===== config.mk =====
export PLATFORM = sky130hd
export DESIGN_NAME = pc_ras_unit_flat
export DESIGN_NICKNAME = d
export VERILOG_FILES = /design/src/rtl/pc_ras_unit_if.sv /design/src/rtl/pc_ras_unit.sv /design/src/flat_wrapper.sv
export SDC_FILE = /design/constraint.sdc
export NUM_CORES = 1
export LEC_CHECK = 0
export CAP_MARGIN = 20
export CORE_MARGIN = 3
export CORE_UTILIZATION = 25
export CTS_CLUSTER_DIAMETER = 30
export CTS_CLUSTER_SIZE = 20
export DETAILED_ROUTE_END_ITERATION = 8
export GPL_ROUTABILITY_DRIVEN = 0
export GPL_TIMING_DRIVEN = 0
export SYNTH_ARGS = -nofsm -noshare
export SYNTH_HDL_FRONTEND = slang
export SYNTH_SLANG_ARGS = --single-unit
export TNS_END_PERCENT = 50

===== constraint.sdc =====
create_clock -name clk -period 4.31 [get_ports clk]
set_input_delay 0.6465 -clock clk [delete_from_list [all_inputs] [get_ports clk]]
set_output_delay 0.6465 -clock clk [all_outputs]
set_load 0.02 [all_outputs]

===== src/rtl/pc_ras_unit_if.sv =====
// rtl/pc_ras_unit_if.sv - control/status bundle between the fetch PC unit and its steering logic
//
// Purpose: carries the redirect controls into pc_ras_unit and its registered
// PC / EPC / return-address-stack status back out.
// Signals:
//   keep, jump, call, ret, exc : redirect / stall controls (into the unit)
//   target                     : jump destination (into the unit)
//   pc, epc                    : current PC and PC captured at last exception
//   ras_count, ras_empty,
//   ras_full, ras_underflow    : return-address-stack status
// Modports: slave = the PC unit, master = whoever steers it.
interface pc_ras_unit_if #(
  parameter int unsigned WIDTH = 32,
  parameter int unsigned DEPTH = 8
);
  localparam int unsigned CW = $clog2(DEPTH) + 1;

  logic             keep;
  logic             jump;
  logic             call;
  logic             ret;
  logic [WIDTH-1:0] target;
  logic             exc;
  logic [WIDTH-1:0] pc;
  logic [WIDTH-1:0] epc;
  logic [CW-1:0]    ras_count;
  logic             ras_empty;
  logic             ras_full;
  logic             ras_underflow;

  modport slave (
    input  keep, jump, call, ret, target, exc,
    output pc, epc, ras_count, ras_empty, ras_full, ras_underflow
  );

  modport master (
    output keep, jump, call, ret, target, exc,
    input  pc, epc, ras_count, ras_empty, ras_full, ras_underflow
  );
endinterface


===== src/rtl/pc_ras_unit.sv =====
// rtl/pc_ras_unit.sv - fetch-stage program counter with circular return-address stack
//
// Purpose: holds the PC, advances it by INC, and redirects on jump, call,
// return and exception. Calls push the return address onto a circular RAS;
// returns pop it. Exceptions jump to EXC_VEC, capture EPC and flush the RAS.
// Ports:
//   clk : clock, all state changes on rising edge
//   rst : asynchronous active-high reset
//   bus : pc_ras_unit_if slave modport (controls in, registered status out)
module pc_ras_unit #(
  parameter int unsigned      WIDTH     = 32,
  parameter int unsigned      INC       = 4,
  parameter logic [WIDTH-1:0] RESET_VEC = '0,
  parameter logic [WIDTH-1:0] EXC_VEC   = WIDTH'(32'h8000_0180),
  parameter int unsigned      DEPTH     = 8
) (
  input  logic          clk,
  input  logic          rst,
  pc_ras_unit_if.slave  bus
);
  localparam int unsigned PW = $clog2(DEPTH);
  localparam int unsigned CW = PW + 1;
  localparam logic [CW-1:0] FULL_COUNT = CW'(DEPTH);

  logic [WIDTH-1:0] pc_q, pc_d;
  logic [WIDTH-1:0] epc_q, epc_d;
  logic [PW-1:0]    sp_q, sp_d;
  logic [CW-1:0]    count_q, count_d;
  logic             underflow_q, underflow_d;
  logic             empty_q, full_q;

  // Entry storage is deliberately left out of reset: only sp/count define
  // which entries are live, so stale contents are never observable.
  logic [WIDTH-1:0] ras_q [DEPTH];

  logic [WIDTH-1:0] pc_inc;
  logic [PW-1:0]    sp_dec;
  logic             push;

  assign pc_inc = pc_q + WIDTH'(INC);
  assign sp_dec = sp_q - PW'(1);

  always_comb begin
    pc_d        = pc_q;
    epc_d       = epc_q;
    sp_d        = sp_q;
    count_d     = count_q;
    underflow_d = 1'b0;
    push        = 1'b0;

    if (bus.exc) begin
      pc_d    = EXC_VEC;
      epc_d   = pc_q;
      sp_d    = '0;
      count_d = '0;
    end else if (bus.keep) begin
      // full hold; underflow pulse is cleared by the default above
    end else if (bus.jump) begin
      pc_d = bus.target;
      if (bus.call) begin
        push = 1'b1;
        sp_d = sp_q + PW'(1);
        // Pushing on a full stack overwrites the oldest entry; count saturates.
        if (count_q != FULL_COUNT) begin
          count_d = count_q + CW'(1);
        end
      end
    end else if (bus.ret) begin
      if (count_q != '0) begin
        pc_d    = ras_q[sp_dec];
        sp_d    = sp_dec;
        count_d = count_q - CW'(1);
      end else begin
        pc_d        = pc_inc;
        underflow_d = 1'b1;
      end
    end else begin
      pc_d = pc_inc;
    end
  end

  always_ff @(posedge clk or posedge rst) begin
    if (rst) begin
      pc_q        <= RESET_VEC;
      epc_q       <= RESET_VEC;
      sp_q        <= '0;
      count_q     <= '0;
      underflow_q <= 1'b0;
      empty_q     <= 1'b1;
      full_q      <= 1'b0;
    end else begin
      pc_q        <= pc_d;
      epc_q       <= epc_d;
      sp_q        <= sp_d;
      count_q     <= count_d;
      underflow_q <= underflow_d;
      empty_q     <= (count_d == '0);
      full_q      <= (count_d == FULL_COUNT);
    end
  end

  // Gated by rst so a push racing an asynchronous reset is dropped too.
  always_ff @(posedge clk) begin
    if (push && !rst) begin
      ras_q[sp_q] <= pc_inc;
    end
  end

  assign bus.pc            = pc_q;
  assign bus.epc           = epc_q;
  assign bus.ras_count     = count_q;
  assign bus.ras_empty     = empty_q;
  assign bus.ras_full      = full_q;
  assign bus.ras_underflow = underflow_q;
endmodule


===== src/flat_wrapper.sv =====
// flat-port wrapper written by rule: the top's interface ports become plain ports
module pc_ras_unit_flat 
#(
  parameter int unsigned      WIDTH     = 32,
  parameter int unsigned      INC       = 4,
  parameter logic [WIDTH-1:0] RESET_VEC = '0,
  parameter logic [WIDTH-1:0] EXC_VEC   = WIDTH'(32'h8000_0180),
  parameter int unsigned      DEPTH     = 8
)
  (clk, rst, bus_keep, bus_jump, bus_call, bus_ret, bus_target, bus_exc, bus_pc, bus_epc, bus_ras_count, bus_ras_empty, bus_ras_full, bus_ras_underflow);
  pc_ras_unit_if #(.WIDTH(WIDTH), .DEPTH(DEPTH)) bus_i ();
  input  logic clk;
  input  logic rst;
  input wire logic [$bits(bus_i.keep)-1:0] bus_keep;
  input wire logic [$bits(bus_i.jump)-1:0] bus_jump;
  input wire logic [$bits(bus_i.call)-1:0] bus_call;
  input wire logic [$bits(bus_i.ret)-1:0] bus_ret;
  input wire logic [$bits(bus_i.target)-1:0] bus_target;
  input wire logic [$bits(bus_i.exc)-1:0] bus_exc;
  output wire logic [$bits(bus_i.pc)-1:0] bus_pc;
  output wire logic [$bits(bus_i.epc)-1:0] bus_epc;
  output wire logic [$bits(bus_i.ras_count)-1:0] bus_ras_count;
  output wire logic [$bits(bus_i.ras_empty)-1:0] bus_ras_empty;
  output wire logic [$bits(bus_i.ras_full)-1:0] bus_ras_full;
  output wire logic [$bits(bus_i.ras_underflow)-1:0] bus_ras_underflow;
  assign bus_i.keep = bus_keep;
  assign bus_i.jump = bus_jump;
  assign bus_i.call = bus_call;
  assign bus_i.ret = bus_ret;
  assign bus_i.target = bus_target;
  assign bus_i.exc = bus_exc;
  assign bus_pc = bus_i.pc;
  assign bus_epc = bus_i.epc;
  assign bus_ras_count = bus_i.ras_count;
  assign bus_ras_empty = bus_i.ras_empty;
  assign bus_ras_full = bus_i.ras_full;
  assign bus_ras_underflow = bus_i.ras_underflow;
  pc_ras_unit #(.WIDTH(WIDTH), .INC(INC), .RESET_VEC(RESET_VEC), .EXC_VEC(EXC_VEC), .DEPTH(DEPTH)) u_core (.clk(clk), .rst(rst), .bus(bus_i));
endmodule

# Yosys cells after proc, flatten, opt, wreduce, memory -nomap -nowiden

Memories as Yosys holds them, arrays and structs flattened.
Index checks and enable logic that the tools add are counted.

Register bits after elaboration: 74
RAM bits: 256
Bits of input ports: 39
Output and inout port bits: 71
Logic and storage cells: 53
Memories kept: 1

Memories:

| name         | words | width | rd ports | clocked after memory_dff | write ports | RTL line          | source |
|---|---|---|---|---|---|---|---|
| u_core.ras_q | 8     | 32    | 1        | 0                        | 1           | pc_ras_unit.sv:34 | `logic [WIDTH-1:0] ras_q [DEPTH];` |

Add/subtract/negate cells: 5
Eq/ne operators: 4
Multiplexer cells: 29
Reductions and logical operators: 7

Operators with widths:

| operator                                                           | count |
|---|---|
| 32-bit 2-to-1 mux                                                  | 5 |
| 32-bit by 3-bit adder with 32-bit output, second input constant    | 1 |
| 4-bit 2-to-1 mux                                                   | 7 |
| 3-bit 2-to-1 mux                                                   | 6 |
| 1-bit 2-to-1 mux                                                   | 11 |
| 3-bit nonzero test                                                 | 2 |
| 4-bit by 1-bit adder with 4-bit output, second input constant      | 1 |
| 4-bit == test, second input constant                               | 1 |
| 4-bit zero test                                                    | 1 |
| 4-bit != test, second input constant                               | 1 |
| 4-bit AND reduction                                                | 1 |
| 4-bit nonzero test                                                 | 1 |
| 4-bit by 1-bit subtractor with 4-bit output, second input constant | 1 |
| 3-bit by 1-bit adder with 3-bit output, second input constant      | 1 |
| 3-bit by 1-bit != test with 1-bit output, second input constant    | 1 |
| 3-bit by 1-bit subtractor with 3-bit output, second input constant | 1 |
| 2-bit by 1-bit != test with 1-bit output, second input constant    | 1 |
| 1-bit logical AND                                                  | 1 |
| 1-bit zero test                                                    | 1 |

# Depth between registers and ports, before layout

Depth in word-level cells: 7
Depth in mapped cells: 12

# Worst setup path before layout

Ideal clock, no wire load.

Path kind: input -> register
From: input port bus_keep
To: memory u_core.ras_q[1][0], enable pin
Data arrival time: 3.790 ns
Data required time: 3.849 ns
Setup slack: 0.059 ns
Cell stages on the path: 6
Buffers on the path: 2
Path through: clkbuf_1 or2_2 clkbuf_1 nor3_1 nand2_1 nor3_1

Word-level cells in the longest chain between the ends: 5

Ends and longest elaborated chain:

| what                                   | RTL line           | source |
|---|---|---|
| start, declared                        | flat_wrapper.sv:14 | `input wire logic [$bits(bus_i.keep)-1:0] bus_keep;` |
| 1-bit 2-to-1 mux                       | pc_ras_unit.sv:56  | `end else if (bus.keep) begin` |
| 1-bit 2-to-1 mux                       | pc_ras_unit.sv:51  | `if (bus.exc) begin` |
| 1-bit logical AND                      | pc_ras_unit.sv:104 | `if (push && !rst) begin` |
| 1-bit 2-to-1 mux                       | pc_ras_unit.sv:104 |  |
| 1-bit 2-to-1 mux (not written as such) | pc_ras_unit.sv:105 | `ras_q[sp_q] <= pc_inc;` |
| end, declared                          | pc_ras_unit.sv:34  |  |

Every way passes these cells.

# Final worst setup path

From: register u_core.sp_q[0]
To: register u_core.pc_q[22] (netlist: u_core.bus.pc[22])

Word-level cells in the longest chain between the ends: 7

Ends and longest elaborated chain:

| what                                        | RTL line          | source |
|---|---|---|
| start, declared                             | pc_ras_unit.sv:27 | `logic [PW-1:0] sp_q, sp_d;` |
| start signal, assigned                      | pc_ras_unit.sv:94 | `sp_q <= sp_d;` |
| 3-bit by 1-bit subtractor with 3-bit output | pc_ras_unit.sv:41 | `assign sp_dec = sp_q - PW'(1);` |
| memory read 8 x 32 bit                      | n/a               |  |
| 32-bit 2-to-1 mux                           | pc_ras_unit.sv:69 | `if (count_q != '0) begin` |
| 32-bit 2-to-1 mux                           | pc_ras_unit.sv:68 | `end else if (bus.ret) begin` |
| 32-bit 2-to-1 mux                           | pc_ras_unit.sv:58 | `end else if (bus.jump) begin` |
| 32-bit 2-to-1 mux                           | pc_ras_unit.sv:56 |  |
| 32-bit 2-to-1 mux                           | pc_ras_unit.sv:51 |  |
| end signal, assigned                        | pc_ras_unit.sv:92 | `pc_q <= pc_d;` |
| end, declared                               | pc_ras_unit.sv:25 | `logic [WIDTH-1:0] pc_q, pc_d;` |

Every way passes these cells. The select of a mux whose other input is x is not followed.
A chain may end at the register's enable or synchronous reset.

==> results.json <==
{
  "outcome": "complete, no violations",
  "final_max_slew_viol_count": 0,
  "synthArstFlopShare": 0.224,
  "yosysSeqAreaShare": 0.682,
  "dr.first_iter.drc_count": 897,
  "critical_path_required_ns": 4.75,
  "setup_viol": 0,
  "seqPwrFrac": 0.405,
  "grt_pass1_vias": 9247,
  "path_common_cell": "buf_2",
  "multi_input_area_sq_mm": 0.00411,
  "ctsLongestPathBuffers": 3,
  "io_buffers": 106,
  "min_path_type": "input pin to asynchronous set/reset pin",
  "place_hpwl_um": 29000,
  "final_common_cell": "edfxtp_1",
  "max_stage_delay_ns": 0.78,
  "synth_fp_nets": 906,
  "synthFlopType": "edfxtp_1",
  "crit_buf_inv": 5,
  "fin_nets": 1081,
  "drive_above_1_share": 0.243,
  "max_slew.worst_pin.slew_ns": 1.07,
  "timing.rr.start": "u_core.sp_q[0]",
  "crit_chain": "buf_2, buf_2, buf_2, inv_1, ha_1, clkbuf_1, mux4_2, nor3_1, nor2_1, a32o_1",
  "critical_path.top_delay_family": "buffers and inverters",
  "synth_edf_count": 256,
  "yosys.area.top_type": "edfxtp_1",
  "syn_avg_cell_area_sq_um": 16.2,
  "synth.distinct_cells": 69,
  "post-route-period-util": 0.954,
  "routed_wl_um": 42600,
  "area_growth_pct": 29.4,
  "p_sw_frac": 0.258,
  "layout_common_cells": "256 x edfxtp_1, 106 x clkdlybuf4s50_1, 73 x dfrtp_1, 61 x mux4_2, 61 x nand2_1",
  "crit_arrival_ns": 4.55,
  "cp_slowest_cell": "clkbuf_1",
  "fin_cells": 1824,
  "fin_setup_tns_ns": 0,
  "max-cap-violations": 0,
  "p_total_mw": 8.97,
  "dp_slack_ns": 0.000663,
  "clk_pin_slew_worst_paths_ns": 0.06,
  "critPathMaxFanout": 10,
  "overflow": 0,
  "ys_seq_elements": 330,
  "rsz0062_at_grt": "false",
  "die_h_um": 242,
  "yosysWarnings": 0,
  "synth_area_leaders": "edfxtp_1 55%, dfrtp_1 13%, mux4_2 9.8%",
  "root_buffer": "clkbuf_16",
  "crit_type": "flop to flop",
  "cts_tree": "built",
  "cts_sinks": 330,
  "start_util": 0.253,
  "vias_per_cell": 4.95,
  "h-tree-depth": 2,
  "seq_area_sq_mm": 0.00954,
  "clkPwrFrac": 0.471,
  "dr.pass1.iters": 5,
  "clock_latency_ns": 0.57,
  "internal_power_mw": 6.65,
  "final-hold-violation-count": 0,
  "antenna_left": 0,
  "netlist.area_leader.share": 0.550,
  "timing.final.ws_setup_ns": 0.199,
  "cts_buffers": 49,
  "relSlewSlack": 0.286,
  "num_vias": 9020,
  "die_w_um": 242,
  "p_per_area_mw_per_mm2": 496,
  "grt_max_degree": 62,
  "crit_start": "u_core.sp_q[0]",
  "rows": 86,
  "ios": 110,
  "irDropWorstVdd_mv": 0.268,
  "synth_cells": 862,
  "power.switching_mw": 2.32,
  "grt_pass1_wl_um": 62900,
  "syn_area_sq_mm": 0.0140,
  "core_sq_mm": 0.0552,
  "p_comb_frac": 0.125,
  "place_inst": 1731,
  "leakagePower_nw": 6.20,
  "period_needed_ns": 4.11,
  "cp-start-kind": "flop",
  "fp.dieArea_sq_mm": 0.0588,
  "antenna_cells": 0,
  "drc_errors": 0,
  "critPathCaptureType": "flop",
  "holdBufCountCts": 0,
  "avgRoutedWirePerCell_um": 23.4,
  "fillers": 5310,
  "track_usage": 0.144,
  "fin_skew_ns": 0.0212,
  "max_freq_mhz": 243,
  "antenna_found_initial": 0
}
-- cell families (layout without fill, tap and decap cells) --
family	after synthesis	count (layout)	synth area share
adders and majority gates	5	5	0.00447
xor gates and xnor gates	33	33	0.0220
DFF	330	330	0.682
and+or+nand+nor	191	191	0.0709
buffers and inverters	77	291	0.0276
muxes	104	104	0.132
AOI/OAI and AO/OA	122	122	0.0605
-- per-layer routing --
| metal | share of wire | GRT usage |
|---|---|---|
| met4 | 0.044 | 0.0644 |
| met5 | 0 | 0 |
| met3 | 0.089 | 0.0370 |
| met2 | 0.47 | 0.231 |
| met1 | 0.40 | 0.182 |
-- area by class of cell --
type / count / share of cell area
repair buffers: 124 / 0.0750
well taps: 748 / 0.0517
inverters: 23 / 0.00491
multi-input cells: 455 / 0.227
clock inverters: 37 / 0.0280
flip-flops and latches: 330 / 0.527
clock buffers: 53 / 0.0691
plain buffers: 54 / 0.0168
-- power by group through the flow --
stage | Sequential [mW] | Combinational, mW | Clock [mW]
finish | 3.63 | 1.12 | 4.22
global route | 3.64 | 1.19 | 4.41
CTS | 3.63 | 1.10 | 4.27
detailed placement | 3.69 | 1.09 | 0
global placement | 3.69 | 1.07 | 0
floorplan | 3.73 | 0.577 | 0
-- Yosys cell counts (all sizes together), types with 3 or more instances --
library cell  number
o32ai              6
mux2i              7
ha                 5
a211oi             7
or3                3
a221oi            13
xor2              12
edfxtp           256
mux4              61
clkbuf            29
mux2              36
and3               3
nand4             19
inv               22
nor3              17
nor4               8
dfrtp             73
nand2b             5
a2111oi            3
nor2              36
a21oi             22
nand3             18
a31oi              5
nand2             62
xnor2             21
o21a               3
buf               24
o21ai             21
and2               6
o22ai             10
or4                5
a22oi             11
-- metrics by stage --
stage | hold WS [ns] | area, sq um | utilization
floorplan | 0.577 | 14000 | -
global placement | 0.492 | 16000 | 0.289
global route | 0.473 | 18100 | 0.328
finish | 0.488 | 18100 | 0.328
detailed placement | 0.499 | 16300 | 0.295
CTS | 0.471 | 18100 | 0.327
-- registers in the layout, summed over array words and instances, names as in the netlist --
register	count
u_core.sp_q	3
u_core.bus.ras_count	4
u_core.bus.epc	32
u_core.bus.ras_full	1
u_core.bus.ras_empty	1
u_core.bus.ras_underflow	1
u_core.ras_q	256
u_core.bus.pc	32
-- worst register-to-register path: stages, from the launching register on --
cell,delay [ns]
dfrtp_1,0.36
buf_2,0.29
buf_2,0.47
buf_2,0.39
inv_1,0.28
ha_1,0.40
clkbuf_1,0.78
mux4_2,0.42
nor3_1,0.20
nor2_1,0.14
a32o_1,0.26
-- worst paths after layout --
path,slack [ns],endpoint,cells after the start
setup / recovery,0.20,u_core.bus.pc[22],10
hold / removal,0.49,u_core.bus.epc[1],2
setup reg to reg,0.20,u_core.bus.pc[22],10
hold reg to reg,0.51,u_core.bus.epc[14],1
max in group asynchronous,3.15,u_core.bus.ras_empty,3
min in group clk,0.51,u_core.bus.epc[14],1
-- what timing repair did --
action / 4_1_cts / 5_1_grt
pin swaps: 0 / 1
buffers inserted: 0 / 3
setup endpoints to repair: 2 / 14
resized for setup: 1 / 6
Note: power is estimated with default switching activity, not from simulation.
